$ cat config.mk
export PLATFORM = sky130hd
export DESIGN_NAME = img_stream_tx_flat
export DESIGN_NICKNAME = d
export VERILOG_FILES = /design/src/rtl/img_stream_tx_if.sv /design/src/rtl/img_stream_tx.sv /design/src/flat_wrapper.sv
export SDC_FILE = /design/constraint.sdc
export NUM_CORES = 1
export LEC_CHECK = 0
export CORE_MARGIN = 2
export CORE_UTILIZATION = 40
export CTS_CLUSTER_DIAMETER = 60
export CTS_CLUSTER_SIZE = 25
export DETAILED_ROUTE_END_ITERATION = 10
export HOLD_SLACK_MARGIN = 0.05
export PLACE_DENSITY = 0.55
export SYNTH_ARGS = -nofsm -noshare
export SYNTH_HDL_FRONTEND = slang
export SYNTH_SLANG_ARGS = --single-unit
$ cat constraint.sdc
create_clock -name clk -period 18.91 [get_ports clk]
set_input_delay 2.8365 -clock clk [delete_from_list [all_inputs] [get_ports clk]]
set_output_delay 2.8365 -clock clk [all_outputs]
set_load 0.01 [all_outputs]
$ cat src/rtl/img_stream_tx_if.sv
// AXI-Stream channel carrying booleanized image beats from img_stream_tx to its consumer.
interface img_stream_tx_if;
  localparam int unsigned DATA_W = 128;
  localparam int unsigned KEEP_W = DATA_W / 8;

  logic [DATA_W-1:0] m_tdata;
  logic              m_tvalid;
  logic              m_tready;
  logic [KEEP_W-1:0] m_tkeep;
  logic              m_tlast;

  modport master (output m_tdata, m_tvalid, m_tkeep, m_tlast, input m_tready);
  modport slave  (input m_tdata, m_tvalid, m_tkeep, m_tlast, output m_tready);
endinterface

$ cat src/rtl/img_stream_tx.sv
// Frame-buffered image transmitter: holds one booleanized HEIGHT x WIDTH frame
// and streams it as 128-bit AXI-Stream beats on request.
module img_stream_tx #(
  parameter  int unsigned HEIGHT = 28,
  parameter  int unsigned WIDTH  = 28,
  parameter  int unsigned DATA_W = 128,
  localparam int unsigned NPIX   = HEIGHT * WIDTH,
  localparam int unsigned NBEATS = (NPIX + DATA_W - 1) / DATA_W,
  localparam int unsigned AW     = (NBEATS > 1) ? $clog2(NBEATS) : 1
) (
  input  logic              clk,
  input  logic              rst,
  input  logic              wr_en_i,
  input  logic [AW-1:0]     wr_addr_i,
  input  logic [DATA_W-1:0] wr_data_i,
  input  logic              start_i,
  input  logic              abort_i,
  img_stream_tx_if.master   m_axis,
  output logic              busy_o,
  output logic              done_o,
  output logic              wr_err_o,
  output logic [15:0]       frame_count_o
);

  localparam int unsigned KEEP_W    = DATA_W / 8;
  localparam int unsigned REM       = NPIX - (NBEATS - 1) * DATA_W;
  localparam int unsigned REM_BYTES = (REM + 7) / 8;

  localparam logic [1:0] ST_IDLE = 2'd0;
  localparam logic [1:0] ST_SEND = 2'd1;
  localparam logic [1:0] ST_FIN  = 2'd2;

  function automatic logic [DATA_W-1:0] low_ones_data(input int unsigned n);
    logic [DATA_W-1:0] m;
    m = '0;
    for (int unsigned i = 0; i < DATA_W; i++) if (i < n) m[i] = 1'b1;
    return m;
  endfunction

  function automatic logic [KEEP_W-1:0] low_ones_keep(input int unsigned n);
    logic [KEEP_W-1:0] m;
    m = '0;
    for (int unsigned i = 0; i < KEEP_W; i++) if (i < n) m[i] = 1'b1;
    return m;
  endfunction

  // Padding pixels past the end of the image are forced to 0 on the final beat.
  localparam logic [DATA_W-1:0] LAST_MASK = low_ones_data(REM);
  localparam logic [KEEP_W-1:0] LAST_KEEP = low_ones_keep(REM_BYTES);

  logic [DATA_W-1:0] mem_q [NBEATS];

  logic [1:0]        state_q, state_d;
  logic [AW-1:0]     beat_q, beat_d;
  logic [DATA_W-1:0] tdata_q, tdata_d;
  logic [KEEP_W-1:0] tkeep_q, tkeep_d;
  logic              tvalid_q, tvalid_d;
  logic              tlast_q, tlast_d;
  logic              busy_q, busy_d;
  logic              done_q, done_d;
  logic              wr_err_q, wr_err_d;
  logic [15:0]       fcount_q, fcount_d;

  logic              wr_ok_c;
  logic [AW-1:0]     beat_nxt;
  logic              nxt_last;
  logic [DATA_W-1:0] word0;

  assign wr_ok_c = wr_en_i && (state_q == ST_IDLE) && (32'(wr_addr_i) < NBEATS);

  // Buffer is deliberately not reset so a frame survives rst.
  always_ff @(posedge clk) begin
    if (!rst && wr_ok_c) mem_q[wr_addr_i] <= wr_data_i;
  end

  always_ff @(posedge clk) begin
    if (rst) begin
      state_q  <= ST_IDLE;
      beat_q   <= '0;
      tdata_q  <= '0;
      tkeep_q  <= '0;
      tvalid_q <= 1'b0;
      tlast_q  <= 1'b0;
      busy_q   <= 1'b0;
      done_q   <= 1'b0;
      wr_err_q <= 1'b0;
      fcount_q <= '0;
    end else begin
      state_q  <= state_d;
      beat_q   <= beat_d;
      tdata_q  <= tdata_d;
      tkeep_q  <= tkeep_d;
      tvalid_q <= tvalid_d;
      tlast_q  <= tlast_d;
      busy_q   <= busy_d;
      done_q   <= done_d;
      wr_err_q <= wr_err_d;
      fcount_q <= fcount_d;
    end
  end

  always_comb begin
    state_d  = state_q;
    beat_d   = beat_q;
    tdata_d  = tdata_q;
    tkeep_d  = tkeep_q;
    tvalid_d = tvalid_q;
    tlast_d  = tlast_q;
    busy_d   = busy_q;
    done_d   = 1'b0;
    wr_err_d = wr_err_q;
    fcount_d = fcount_q;
    beat_nxt = AW'(beat_q + 1'b1);
    nxt_last = (32'(beat_nxt) == NBEATS - 1);
    // A same-cycle write to word 0 must appear in the first beat.
    word0    = (wr_ok_c && (wr_addr_i == '0)) ? wr_data_i : mem_q[0];

    case (state_q)
      ST_IDLE: begin
        if (start_i) begin
          state_d  = ST_SEND;
          beat_d   = '0;
          tvalid_d = 1'b1;
          busy_d   = 1'b1;
          wr_err_d = 1'b0;
          tlast_d  = (NBEATS == 1);
          tdata_d  = word0 & ((NBEATS == 1) ? LAST_MASK : {DATA_W{1'b1}});
          tkeep_d  = (NBEATS == 1) ? LAST_KEEP : {KEEP_W{1'b1}};
        end
      end
      ST_SEND: begin
        if (abort_i) begin
          state_d  = ST_IDLE;
          tvalid_d = 1'b0;
          tlast_d  = 1'b0;
          busy_d   = 1'b0;
        end else if (tvalid_q && m_axis.m_tready) begin
          if (tlast_q) begin
            state_d  = ST_FIN;
            tvalid_d = 1'b0;
            tlast_d  = 1'b0;
            busy_d   = 1'b0;
            done_d   = 1'b1;
            fcount_d = fcount_q + 16'd1;
          end else begin
            beat_d  = beat_nxt;
            tlast_d = nxt_last;
            tdata_d = mem_q[beat_nxt] & (nxt_last ? LAST_MASK : {DATA_W{1'b1}});
            tkeep_d = nxt_last ? LAST_KEEP : {KEEP_W{1'b1}};
          end
        end
      end
      ST_FIN:  state_d = ST_IDLE;
      default: state_d = ST_IDLE;
    endcase

    // Dropped writes win over the clear from an accepted start.
    if (wr_en_i && !wr_ok_c) wr_err_d = 1'b1;
  end

  assign m_axis.m_tdata  = tdata_q;
  assign m_axis.m_tkeep  = tkeep_q;
  assign m_axis.m_tvalid = tvalid_q;
  assign m_axis.m_tlast  = tlast_q;
  assign busy_o          = busy_q;
  assign done_o          = done_q;
  assign wr_err_o        = wr_err_q;
  assign frame_count_o   = fcount_q;

endmodule

$ cat src/flat_wrapper.sv
// flat-port wrapper written by rule: the top's interface ports become plain ports
module img_stream_tx_flat 
#(
  parameter  int unsigned HEIGHT = 28,
  parameter  int unsigned WIDTH  = 28,
  parameter  int unsigned DATA_W = 128,
  localparam int unsigned NPIX   = HEIGHT * WIDTH,
  localparam int unsigned NBEATS = (NPIX + DATA_W - 1) / DATA_W,
  localparam int unsigned AW     = (NBEATS > 1) ? $clog2(NBEATS) : 1
)
  (clk, rst, wr_en_i, wr_addr_i, wr_data_i, start_i, abort_i, busy_o, done_o, wr_err_o, frame_count_o, m_axis_m_tdata, m_axis_m_tvalid, m_axis_m_tkeep, m_axis_m_tlast, m_axis_m_tready);
  img_stream_tx_if m_axis_i ();
  input  logic clk;
  input  logic rst;
  input  logic wr_en_i;
  input  logic [AW-1:0] wr_addr_i;
  input  logic [DATA_W-1:0] wr_data_i;
  input  logic start_i;
  input  logic abort_i;
  output logic busy_o;
  output logic done_o;
  output logic wr_err_o;
  output logic [15:0] frame_count_o;
  output wire logic [$bits(m_axis_i.m_tdata)-1:0] m_axis_m_tdata;
  output wire logic [$bits(m_axis_i.m_tvalid)-1:0] m_axis_m_tvalid;
  output wire logic [$bits(m_axis_i.m_tkeep)-1:0] m_axis_m_tkeep;
  output wire logic [$bits(m_axis_i.m_tlast)-1:0] m_axis_m_tlast;
  input wire logic [$bits(m_axis_i.m_tready)-1:0] m_axis_m_tready;
  assign m_axis_m_tdata = m_axis_i.m_tdata;
  assign m_axis_m_tvalid = m_axis_i.m_tvalid;
  assign m_axis_m_tkeep = m_axis_i.m_tkeep;
  assign m_axis_m_tlast = m_axis_i.m_tlast;
  assign m_axis_i.m_tready = m_axis_m_tready;
  img_stream_tx #(.HEIGHT(HEIGHT), .WIDTH(WIDTH), .DATA_W(DATA_W)) u_core (.clk(clk), .rst(rst), .wr_en_i(wr_en_i), .wr_addr_i(wr_addr_i), .wr_data_i(wr_data_i), .start_i(start_i), .abort_i(abort_i), .m_axis(m_axis_i), .busy_o(busy_o), .done_o(done_o), .wr_err_o(wr_err_o), .frame_count_o(frame_count_o));
endmodule
# --- Word level (Yosys, flattened, before mapping) ---
# Memory sizes are Yosys's and may differ from the RTL's.
# Cells that the tools add are included.
word_totals:
  in_bits: 137
  wordCells: 83
  n_memories: 1
  ramBits: 896
  reg_bits: 169
classes:
  n_reduce_logical: 20
  eq_ne: 8
  n_lt_le_gt_ge: 1
  bitwise: 4
  mux: 38
  add_sub_neg: 2
memory_table:
  columns: ["name", "words", "word_bits", "read_ports", "rd_ports_with_merged_regs", "write_ports", "line_no", "source"]
  rows:
  - ["u_core.mem_q", 7, 128, 2, 0, 1, "img_stream_tx.sv:51", "logic [DATA_W-1:0] mem_q [NBEATS];"]
ops:
  columns: ["operator", "n"]
  rows:
  - ["$mux 128", 6]
  - ["$pmux 128 s2", 1]
  - ["$and 128x128->128", 1]
  - ["$mux 16", 5]
  - ["$pmux 16 s2", 1]
  - ["$add 16x1->16 const B", 1]
  - ["$mux 1", 13]
  - ["$mux 3", 4]
  - ["$mux 2", 4]
  - ["$reduce_and 4->1", 2]
  - ["$logic_and 1x1->1", 6]
  - ["$ne 2x2->1 const B", 3]
  - ["$ne 3x2->1 const B", 2]
  - ["$pmux 3 s2", 1]
  - ["$reduce_and 3->1", 2]
  - ["$reduce_bool 2->1", 3]
  - ["$reduce_and 5->1", 1]
  - ["$pmux 1 s2", 2]
  - ["$pmux 2 s2", 1]
  - ["$reduce_or 4->1", 1]
  - ["$add 3x1->3 const B", 1]
  - ["$eq 3x3->1 const B", 1]
  - ["$logic_not 3->1", 1]
  - ["$lt 3x3->1 const B", 1]
  - ["other kinds (6)", 9]

# --- Longest topological paths before layout ---
logic_depth:
  ltp_word: 8
  depth_mapped: 9

# --- Least setup slack after synthesis ---
# Ideal clock, no wire load.
synth_timing:
  kind: "input-to-reg"
  startpoint: "input port wr_en_i"
  endpoint: "memory u_core.mem_q[2][0] (enable)"
  cell_stages: 5
  arrival_ps: 15762
  n_path_buf: 3
  setup_slack_ps: 2218
  cell_sequence: "or3b_1 > clkbuf_1 > buf_2 > clkbuf_1 > nor4_1"
synth_between:
  elab_chain_cells: 5
synth_rtl:
  columns: ["element", "line_no", "source"]
  rows:
  - ["start: declaration", "flat_wrapper.sv:15", "input logic wr_en_i;"]
  - ["$logic_and 1x1->1 (2 in a row)", "img_stream_tx.sv:69", "assign wr_ok_c = wr_en_i && (state_q == ST_IDLE) && (32'(wr_addr_i) < NBEATS);"]
  - ["$logic_and 1x1->1", "img_stream_tx.sv:73", "if (!rst && wr_ok_c) mem_q[wr_addr_i] <= wr_data_i;"]
  - ["$mux 1", "img_stream_tx.sv:73", null]
  - ["$mux 1 (not written as such)", "img_stream_tx.sv:73", null]
  - ["end: declaration", "img_stream_tx.sv:51", null]
# Every way passes these cells.

# --- Final worst setup path ---
layout_timing:
  startpoint: "input port wr_addr_i[1]"
  endpoint: "memory u_core.mem_q[0][81] (enable)"
layout_between:
  elab_chain_cells: 5
layout_rtl:
  columns: ["element", "line_no", "source"]
  rows:
  - ["start: declaration", "flat_wrapper.sv:16", "input logic [AW-1:0] wr_addr_i;"]
  - ["$lt 3x3->1", "img_stream_tx.sv:69", null]
  - ["$logic_and 1x1->1", "img_stream_tx.sv:69", null]
  - ["$logic_and 1x1->1", "img_stream_tx.sv:73", null]
  - ["$mux 1", "img_stream_tx.sv:73", null]
  - ["$mux 1 (not written as such)", "img_stream_tx.sv:73", null]
# Several ways; a longest one is shown, not always the timed one.

==> run_results.csv <==
group,metric,value,unit
global_routing,antenna_found_initial,24,
yosys,synthAdderAreaFrac,0.08855,%
worst_setup_path,critPathCaptureType,"register",
placement,dpl.hpwl,58.85,mm
worst_hold_path,hp-start,"u_core.m_axis.m_tdata[5]",
routing,via_per_inst,5.927,
pwr,total_power,4.821,mW
timing,worst_pin_slew,1273,ps
cts,cts_hold_buf,0,
pwr,p_leak,15.26,nW
cts,cts_buffers,82,
pwr,power_density,96.96,mW/mm2
floorplanning,dieArea,0.1086,mm2
routing,routedWlPerCell,28.06,um
floorplanning,coreArea,0.1053,mm2
floorplanning,ioPinCount,302,
worst_hold_path,hold_class,"reg -> reg",
worst_setup_path,startpoint,"wr_addr_i[1]",
floorplanning,start_util,40.27,%
timing,maxSlewHeadroom,14.93,%
floorplanning,rows,119,
timing,fmax,134.6,MHz
timing,timing.final.crit_share,39.30,%
global_routing,grt_first_pass_wirelength,181.8,mm
worst_setup_path,cp-start-kind,"input pin",
timing,skew,21.81,ps
routing,first_pass_iters,5,
worst_setup_path,crit_path_max_fanout,129,
yosys,synth_ff_type,"edfxtp_1",
yosys,yosysWarningCount,0,
pwr,ir_drop,52.71,uV
cts,path_clk_slew,70,ps
final_layout,final_common_cell,"edfxtp_1",
timing,setup_ws,11480,ps
yosys,syn_area,0.04239,mm2
yosys,synth_edf_count,896,
cts,clockBufferDepth,3,
final_layout,final_cell_mix,"edfxtp_1, o21ai_0, clkdlybuf4s50_1, dfxtp_1, nor2_1",
floorplanning,die_h,329.5,um
timing,setup_viol,0,
yosys,synth.distinct_cells,48,
global_routing,track_usage,22.66,%
timing,finalSetupTns,0,ps
routing,drc_errors,0,
cts,cts_tree,"yes",
run,maxCapViolCount,0,
yosys,synth-compound-area-share,10.69,%
worst_setup_path,worst-endpoint-arrival,7690,ps
placement,gp_congestion,0.7549,
placement,portBuffers,301,
cts,cts_resized,0,
worst_setup_path,reg2reg_from,"u_core.state_q[1]",
worst_setup_path,path_class,"in -> reg",
yosys,synth_fp_nets,2949,
worst_hold_path,worstHoldPathCells,2,
yosys,synthXorXnorAreaFrac,0.1446,%
yosys,synth-simple-area-share,5.844,%
timing,rsz0062_at_grt,"false",
routing,drt.antenna.violating_nets,0,
worst_hold_path,holdPathEnd,"u_core.m_axis.m_tdata[5]",
routing,drtIter0Drc,2394,
routing,vias,26430,
cts,clk_latency,660,ps
timing,finalCriticalPeriod,7431,ps
final_layout,nNetsFinal,3129,
cts,clock-sinks,1051,
final_layout,syn_to_final_growth,17.30,%
yosys,synth.area.mux_share,9.849,%
final_layout,fin_area,0.04972,mm2
cts,post-cts-setup-buffers,0,
placement,pre_cts_slack,10840,ps
global_routing,grt_overflow_total,0,
worst_setup_path,worstRegToRegCells,6,
routing,routed_wl,125.2,mm
yosys,ys_seq_area_share,70.79,%
floorplanning,dieWidth,329.5,um
timing,drv_slew,0,
worst_setup_path,r2r-end,"u_core.mem_q[0][81]",
final_layout,drive_gt1_share,11.18,%
final_layout,fillers,8892,
yosys,synthArstFlopShare,0,%
timing,hold_viol_final,0,
yosys,synth.avg_cell_area,15.09,um2
worst_setup_path,crit_required,19170,ps
global_routing,grt_pass1_vias,26860,
worst_setup_path,r2r_setup_slack,13750,ps
placement,placed_area,0.04665,mm2
global_routing,grt_max_degree,133,
cts,htreeDepth,3,
status,outcome,"finished clean",
yosys,synthCells,2809,
placement,placed_cells,4296,
yosys,synth_seq_cells,1051,
cts,cts_root_buffer,"clkbuf_16",
final_layout,final_cells,4460,
yosys,synth_top_family_by_area,"compound AO/OA/AOI/OAI gates",
## state kept, by name (all words and copies together), names as in the netlist
register / cells
u_core.frame_count_o: 16
u_core.beat_q: 3
u_core.m_axis.m_tkeep: 2
u_core.wr_err_o: 1
u_core.m_axis.m_tvalid: 1
u_core.mem_q: 896
u_core.m_axis.m_tlast: 1
u_core.m_axis.m_tdata: 128
u_core.state_q: 2
u_core.done_o: 1
## how the worst max path moves through the flow
stage | endpoint | slack (ps) | cells after the start
2_1_floorplan | u_core.mem_q[2][0] | 2220 | 5
3_3_place_gp | u_core.mem_q[0][72] | 10820 | 7
3_5_place_dp | u_core.mem_q[0][75] | 10840 | 7
4_1_cts | u_core.mem_q[0][81] | 11490 | 7
5_1_grt | u_core.mem_q[0][81] | 11340 | 7
6_report | u_core.mem_q[0][81] | 11480 | 7
## worst max-delay path: stages
cell             delay (ps)
clkdlybuf4s50_1         580
nor3_2                  330
buf_12                  680
nand2_1                 840
nor2_4                 1010
buf_4                   530
buf_4                   680
## metrics by stage
step | utilization, % | hold slack, ps
floorplan | - | 448.6
global placement | 44.31 | 461.3
detailed placement | 44.31 | 474.9
CTS | 47.21 | 484.4
global route | 47.23 | 511.5
finish | 47.23 | 482.6
## kinds of logic after synthesis
logic type / Yosys count
AO/OA/AOI/OAI: 775
XOR/XNOR: 7
adder cells (fa/ha/maj): 3
multiplexers: 257
flip-flops: 1051
buffers and inverters: 254
AND/OR/NAND/NOR: 462
## final cells by class
cell class	count	area, um2	share of cell area, %
clock inverters	61	833.3	1.676
inverters	8	32.53	0.06543
flip-flops and latches	1051	30010	60.36
well taps	1391	1740	3.500
clock buffers	92	2216	4.456
multi-input cells	1504	11430	22.98
repair buffers	342	3433	6.905
diodes	11	27.53	0.05536
## cell usage after synthesis (all sizes together) (2+ instances only)
| cell | instances | area share (%) |
|---|---|---|
| nand2b | 5 | 0.074 |
| or4 | 7 | 0.12 |
| nor3 | 8 | 0.094 |
| nor2 | 138 | 1.2 |
| inv | 7 | 0.062 |
| dfxtp | 155 | 7.3 |
| edfxtp | 896 | 63 |
| mux4 | 128 | 6.8 |
| or3 | 5 | 0.074 |
| and4 | 2 | 0.041 |
| ha | 3 | 0.089 |
| o32ai | 16 | 0.33 |
| nor2b | 2 | 0.030 |
| a21o | 112 | 2.0 |
| a211oi | 33 | 0.60 |
| nand2 | 37 | 0.33 |
| clkbuf | 162 | 1.4 |
| buf | 84 | 1.1 |
| o21a | 8 | 0.14 |
| nor4 | 7 | 0.10 |
| o31ai | 7 | 0.12 |
| a21oi | 130 | 1.5 |
| o21ai | 344 | 4.1 |
| mux2i | 128 | 3.0 |
| nand3 | 118 | 1.4 |
| a31oi | 113 | 1.7 |
| a221oi | 7 | 0.14 |
| or3b | 2 | 0.041 |
| nor3b | 113 | 2.0 |
| and3 | 15 | 0.22 |
| xnor2 | 6 | 0.12 |
## per-layer routing
metal  part of all wire (%)  up-vias  GRT usage (%)
met5                   0.10        -              0
met3                    7.5      189          4.131
li1                       -    11410              -
met1                     42    13700          30.95
met2                     48     1115          37.11
met4                    1.9       22          6.591
## where the power goes
part           internal, mW  leakage (nW)  switching (mW)
logic                 0.116          4.43           0.190
clock network          1.02          1.47           0.916
registers              2.56          9.36          0.0270
total                  3.69          15.3            1.13
(Power assumes the default switching activity.)
